===== src/rtl/imem_arbiter.sv =====
// imem_arbiter: shares one asynchronous-read IMEM port between CPU fetch and program loader
// Ports:
//   clk, reset_n                  clock (rising edge), asynchronous active-low reset
//   F_req_* / F_rsp_*             fetch request (read-only) and response valid/ready channels
//   L_req_* / L_rsp_*             loader request (read/write) and response valid/ready channels
//   Mem_addr/Mem_we/Mem_wdata     word index, write strobe and write data to the array
//   Mem_rdata                     asynchronous read data from the array
// Optional feature: define IMEM_ARB_ALIGN_CHK_EN to flag misaligned/out-of-range fetches
// (F_rsp_err = 1, NOP data) and suppress writes for misaligned/out-of-range loader writes.
module imem_arbiter #(
  parameter int DEPTH_LOG2 = 4
) (
  input  logic                  clk,
  input  logic                  reset_n,
  input  logic                  F_req_valid,
  output logic                  F_req_ready,
  input  logic [31:0]           F_req_addr,
  output logic                  F_rsp_valid,
  input  logic                  F_rsp_ready,
  output logic [31:0]           F_rsp_rdata,
  output logic                  F_rsp_err,
  input  logic                  L_req_valid,
  output logic                  L_req_ready,
  input  logic                  L_req_we,
  input  logic [31:0]           L_req_addr,
  input  logic [31:0]           L_req_wdata,
  output logic                  L_rsp_valid,
  input  logic                  L_rsp_ready,
  output logic [31:0]           L_rsp_rdata,
  output logic [DEPTH_LOG2-1:0] Mem_addr,
  output logic                  Mem_we,
  output logic [31:0]           Mem_wdata,
  input  logic [31:0]           Mem_rdata
);
  typedef enum logic [1:0] {IDLE, RESP_F, RESP_L} state_t;
  localparam logic FETCH = 1'b0, LOADER = 1'b1;
  state_t state;
  logic last_grant, grant_f, grant_l, f_bad, l_bad;
`ifdef IMEM_ARB_ALIGN_CHK_EN
  assign f_bad = (F_req_addr[1:0] != 2'b0) || (|(F_req_addr >> (DEPTH_LOG2 + 2)));
  assign l_bad = (L_req_addr[1:0] != 2'b0) || (|(L_req_addr >> (DEPTH_LOG2 + 2)));
`else
  logic unused_addr_bits;
  assign unused_addr_bits = ^{F_req_addr[31:DEPTH_LOG2+2], F_req_addr[1:0],
                              L_req_addr[31:DEPTH_LOG2+2], L_req_addr[1:0]};
  assign f_bad = 1'b0;
  assign l_bad = 1'b0;
`endif
  // Grants are masked while reset is held so no write strobe or handshake leaks out of reset.
  // On contention the requester that was not granted last wins.
  assign grant_f = reset_n && state == IDLE && F_req_valid && (!L_req_valid || last_grant == LOADER);
  assign grant_l = reset_n && state == IDLE && L_req_valid && (!F_req_valid || last_grant == FETCH);
  assign F_req_ready = grant_f;
  assign L_req_ready = grant_l;
  assign Mem_addr = grant_l ? L_req_addr[DEPTH_LOG2+1:2] : F_req_addr[DEPTH_LOG2+1:2];
  assign Mem_we = grant_l && L_req_we && !l_bad;
  assign Mem_wdata = L_req_wdata;
  always_ff @(posedge clk or negedge reset_n) begin
    if (!reset_n) begin
      state <= IDLE;
      last_grant <= LOADER;
      F_rsp_valid <= 1'b0;
      F_rsp_rdata <= 32'h0;
      F_rsp_err <= 1'b0;
      L_rsp_valid <= 1'b0;
      L_rsp_rdata <= 32'h0;
    end else begin
      case (state)
        IDLE: begin
          if (grant_f) begin
            F_rsp_valid <= 1'b1;
            F_rsp_rdata <= f_bad ? 32'h0000_0013 : Mem_rdata;
            F_rsp_err <= f_bad;
            last_grant <= FETCH;
            state <= RESP_F;
          end else if (grant_l) begin
            L_rsp_valid <= 1'b1;
            L_rsp_rdata <= L_req_we ? 32'h0 : Mem_rdata;
            last_grant <= LOADER;
            state <= RESP_L;
          end
        end
        RESP_F: if (F_rsp_ready) begin
          F_rsp_valid <= 1'b0;
          state <= IDLE;
        end
        RESP_L: if (L_rsp_ready) begin
          L_rsp_valid <= 1'b0;
          state <= IDLE;
        end
        default: state <= IDLE;
      endcase
    end
  end
endmodule


===== config.mk =====
export PLATFORM = sky130hd
export DESIGN_NAME = imem_arbiter
export DESIGN_NICKNAME = d
export VERILOG_FILES = /design/src/rtl/imem_arbiter.sv
export SDC_FILE = /design/constraint.sdc
export NUM_CORES = 1
export LEC_CHECK = 0
export ABC_AREA = 0
export ABC_CLOCK_PERIOD_IN_PS = 1900
export BUFFER_PORTS_ARGS = -buffer_cell sky130_fd_sc_hd__buf_2
export CAP_MARGIN = 20
export CORE_MARGIN = 2
export CORE_UTILIZATION = 30
export CTS_BUF_LIST = sky130_fd_sc_hd__clkbuf_4 sky130_fd_sc_hd__clkbuf_8 sky130_fd_sc_hd__clkbuf_16
export DETAILED_ROUTE_END_ITERATION = 6
export GPL_ROUTABILITY_DRIVEN = 0
export GPL_TIMING_DRIVEN = 0
export MAX_ROUTING_LAYER = met4
export PLACE_DENSITY = 0.59
export SLEW_MARGIN = 0
export SYNTH_ARGS = -nofsm -noshare
export SYNTH_HDL_FRONTEND = slang
export SYNTH_SLANG_ARGS = --single-unit
export TNS_END_PERCENT = 100

===== constraint.sdc =====
create_clock -name clk -period 1.9 [get_ports clk]
set_input_delay 0.38 -clock clk [delete_from_list [all_inputs] [get_ports clk]]
set_output_delay 0.38 -clock clk [all_outputs]
set_load 0.01 [all_outputs]

==> metrics.md <==
| Metric | Value |
|---|---|
| Flops & latches, synth | `69` |
| Clock Latency Late Sink | `0.34 ns` |
| Minimum clock period | `2.000 ns` |
| Number of global-route vias before repair | `2323` |
| Rel. slew slack | `62.80%` |
| CP required | `1.52 ns` |
| Cts bufs inserted | `9` |
| Vias per cell | `4.224` |
| Chip width | `108.4 um` |
| Fin Clk Skew | `0.008463 ns` |
| Distinct cells, synth | `20` |
| Nets | `539` |
| Starting DRT DRC Count | `53` |
| Overall routing resource usage | `13.08%` |
| Antenna cells | `0` |
| Pins Over Slew Limit | `0` |
| WL final | `7796 um` |
| Util after Layout | `42.41%` |
| Max-cap violations | `0` |
| Initial Util | `30.44%` |
| Violated checks | `setup timing` |
| First-pass GRT wire length | `11370 um` |
| Post-Syn Instances | `231` |
| YS warnings | `0` |
| TritonCTS clock tree | `built` |
| Post-Syn Nets | `366` |
| Layout cells sized above 1 | `69.93%` |
| DR vias | `2319` |
| Tcrit/Tclk final | `105.3%` |
| Max Clk Rate | `499.9 MHz` |
| Num rows | `38` |
| Crit Path Category | `reg2out` |
| H-tree levels | `3` |
| Initial antenna violation count | `0` |
| Router iterations before antenna repair | `4` |
| Buffers on Ports | `151` |
| Post-synth EDFFs | `0` |
| Number of buffers on the longest clock path | `2` |
| Peak supply drop | `0.0005760 V` |
| Clock-pin slew on the worst setup and hold paths | `0.07 ns` |
| Share of flip-flops with an asynchronous set or reset | `100.0%` |
| Pwr Density | `1376 nW/um^2` |
| Ports | `241` |
| Final HPWL DP | `5304 um` |
| Grt total ovfl | `0` |
| Root buf cell | `clkbuf_8` |
| CP Capture Type | `primary output` |
| Outcome | `finished, violations left` |
| Synth Flop Type | `dfrtp_1` |
| Clock sink total | `69` |
| # setup viols final | `5` |
| Drt drc | `0` |
| Core area | `10750 um^2` |
| Routed wire length per instance | `14.20 um` |
| Area delta synth->final | `39.33%` |
| Final Hold Fails | `0` |
| Syn Area/Cell | `14.16 um^2` |
| CP max FO | `7` |
| Cell Area, Synth | `3271 um^2` |
| Sequential share of the synthesized area | `52.83%` |
| Worst Hold Class | `in2reg` |
| Pin count of the biggest net entering global routing | `71` |
| R2R Setup Slk | `0.13 ns` |
| Final worst slack | `-0.1004 ns` |
| Startpoint types | `flop` |
| Die Y | `108.4 um` |
| Die ar. | `11750 um^2` |
| Place WS | `-0.7907 ns` |
| WP data arrival | `1.62 ns` |
| RSZ-0062 raised after global routing | `true` |
| Leak | `2.429 nW` |
| Slew @ Worst Pin | `0.5581 ns` |
| Post-DRT Antenna Nets | `0` |
[layout make-up]
type | count | area [um^2]
Fill cell | 1079 | 6188
Sequential cell | 69 | 1728
Multi-Input combinational cell | 116 | 1187
Timing Repair Buffer | 164 | 917.1
Buffer | 40 | 311.5
Tap cell | 140 | 175.2
Clock buffer | 13 | 172.7
Clock inverter | 3 | 42.54
Inverter | 4 | 22.52
[sequential cells by signal, summed over array words and instances, names as in the netlist]
| name | count |
|---|---|
| last_grant | 1 |
| state | 2 |
| L_rsp_rdata | 32 |
| F_rsp_rdata | 32 |
| F_rsp_valid | 1 |
| L_rsp_valid | 1 |
[Yosys cell counts (3+ instances only)]
library cell,instances,area [um^2]
mux2_2,38,427.9
dfrtp_1,68,1702
buf_8,3,45.04
nor2b_1,32,200.2
buf_6,3,33.78
nand2b_1,3,18.77
mux2_1,4,45.04
o21ai_0,4,20.02
buf_4,33,247.7
nand2_1,3,11.26
inv_1,3,11.26
clkbuf_1,3,11.26
mux2_4,26,390.4
[worst paths after layout]
kind / from / to / cells after the start
max: state[1]$_DFFE_PN0P_ / Mem_addr[3] / 4
min: L_rsp_ready / state[1]$_DFFE_PN0P_ / 2
max reg2reg: state[1]$_DFFE_PN0P_ / L_rsp_rdata[26]$_DFFE_PN0P_ / 6
min reg2reg: L_rsp_rdata[27]$_DFFE_PN0P_ / L_rsp_rdata[27]$_DFFE_PN0P_ / 1
max in group asynchronous: reset_n / L_rsp_rdata[13]$_DFFE_PN0P_ / 3
min in group asynchronous: reset_n / F_rsp_rdata[29]$_DFFE_PN0P_ / 2
[repair_timing]
item                                    CTS  global route
hold endpoints to repair                 68            68
gates resized for setup                   8             1
pin swaps                                 3             1
endpoints found under the setup margin   65             7
gates cloned                              0             1
setup buffers                             5             4
[logic make-up (layout without fill, tap and decap cells)]
family,Yosys count,in the layout,synth area share (%)
compound gates,5,5,0.8417
buf+inv,46,224,10.94
flops,69,69,52.83
mux,68,68,26.40
other cells,1,1,0.1147
simple gates,42,42,8.875
[report_power, final]
| part | total (W) | switching [W] | internal, W |
|---|---|---|---|
| Combinational | 0.00246 | 0.00106 | 0.00140 |
| Clock | 0.00127 | 0.000546 | 0.000727 |
| Sequential | 0.00254 | 0.000365 | 0.00217 |
| Total | 0.00627 | 0.00197 | 0.00430 |
[layout by cell type (no fill, tap or decap)]
| cell type | instances |
|---|---|
| buf_2 | 149 |
| dfrtp_1 | 68 |
| buf_4 | 42 |
| mux2_2 | 38 |
| nor2b_1 | 32 |
| mux2_4 | 26 |
| clkbuf_8 | 12 |
| mux2_1 | 4 |
| o21ai_0 | 4 |
| nand2b_1 | 3 |
| clkbuf_1 | 3 |
| buf_6 | 3 |
| nand3_4 | 2 |
| buf_8 | 2 |
| inv_1 | 2 |
| nand2_1 | 2 |
| dlygate4sd3_1 | 2 |
| nor3b_4 | 1 |
| nand2_2 | 1 |
| inv_8 | 1 |
| inv_2 | 1 |
| and2_1 | 1 |
| o21a_1 | 1 |
| conb_1 | 1 |
| clkinv_2 | 1 |
| clkinvlp_4 | 1 |
| bufinv_16 | 1 |
| clkbuf_4 | 1 |
| clkbuf_16 | 1 |
| buf_12 | 1 |
| buf_16 | 1 |
| dfstp_2 | 1 |
[critical path, cell delays in order (launching register included)]
cell and delay (ns):
dfrtp_1 0.41, nor3b_4 0.25, nand3_4 0.18, mux2_2 0.31, buf_2 0.14
[routing by layer]
layer | global-route usage [%] | share of wire [%]
met4 | 5.678 | 1.2
met1 | 16.11 | 43
met5 | - | 0
met3 | 3.677 | 7.2
met2 | 20.09 | 49
[metrics by stage]
stage | hold slack [ns] | instance area (um^2) | total power (W) | instances | setup TNS, ns
final | 0.2428 | 4557 | 0.006271 | 549 | -0.4128
after global routing | 0.2507 | 4557 | 0.006685 | 549 | -0.7282
after CTS | -0.08911 | 4474 | 0.006348 | 542 | -0.6252
after detailed placement | 0.4812 | 4204 | 0.005002 | 522 | -41.79
after global placement | 0.4639 | 4202 | 0.004939 | 522 | -81.35
after floorplan | 0.08441 | 3271 | 0.003975 | 231 | 0
(Power assumes the default switching activity.)
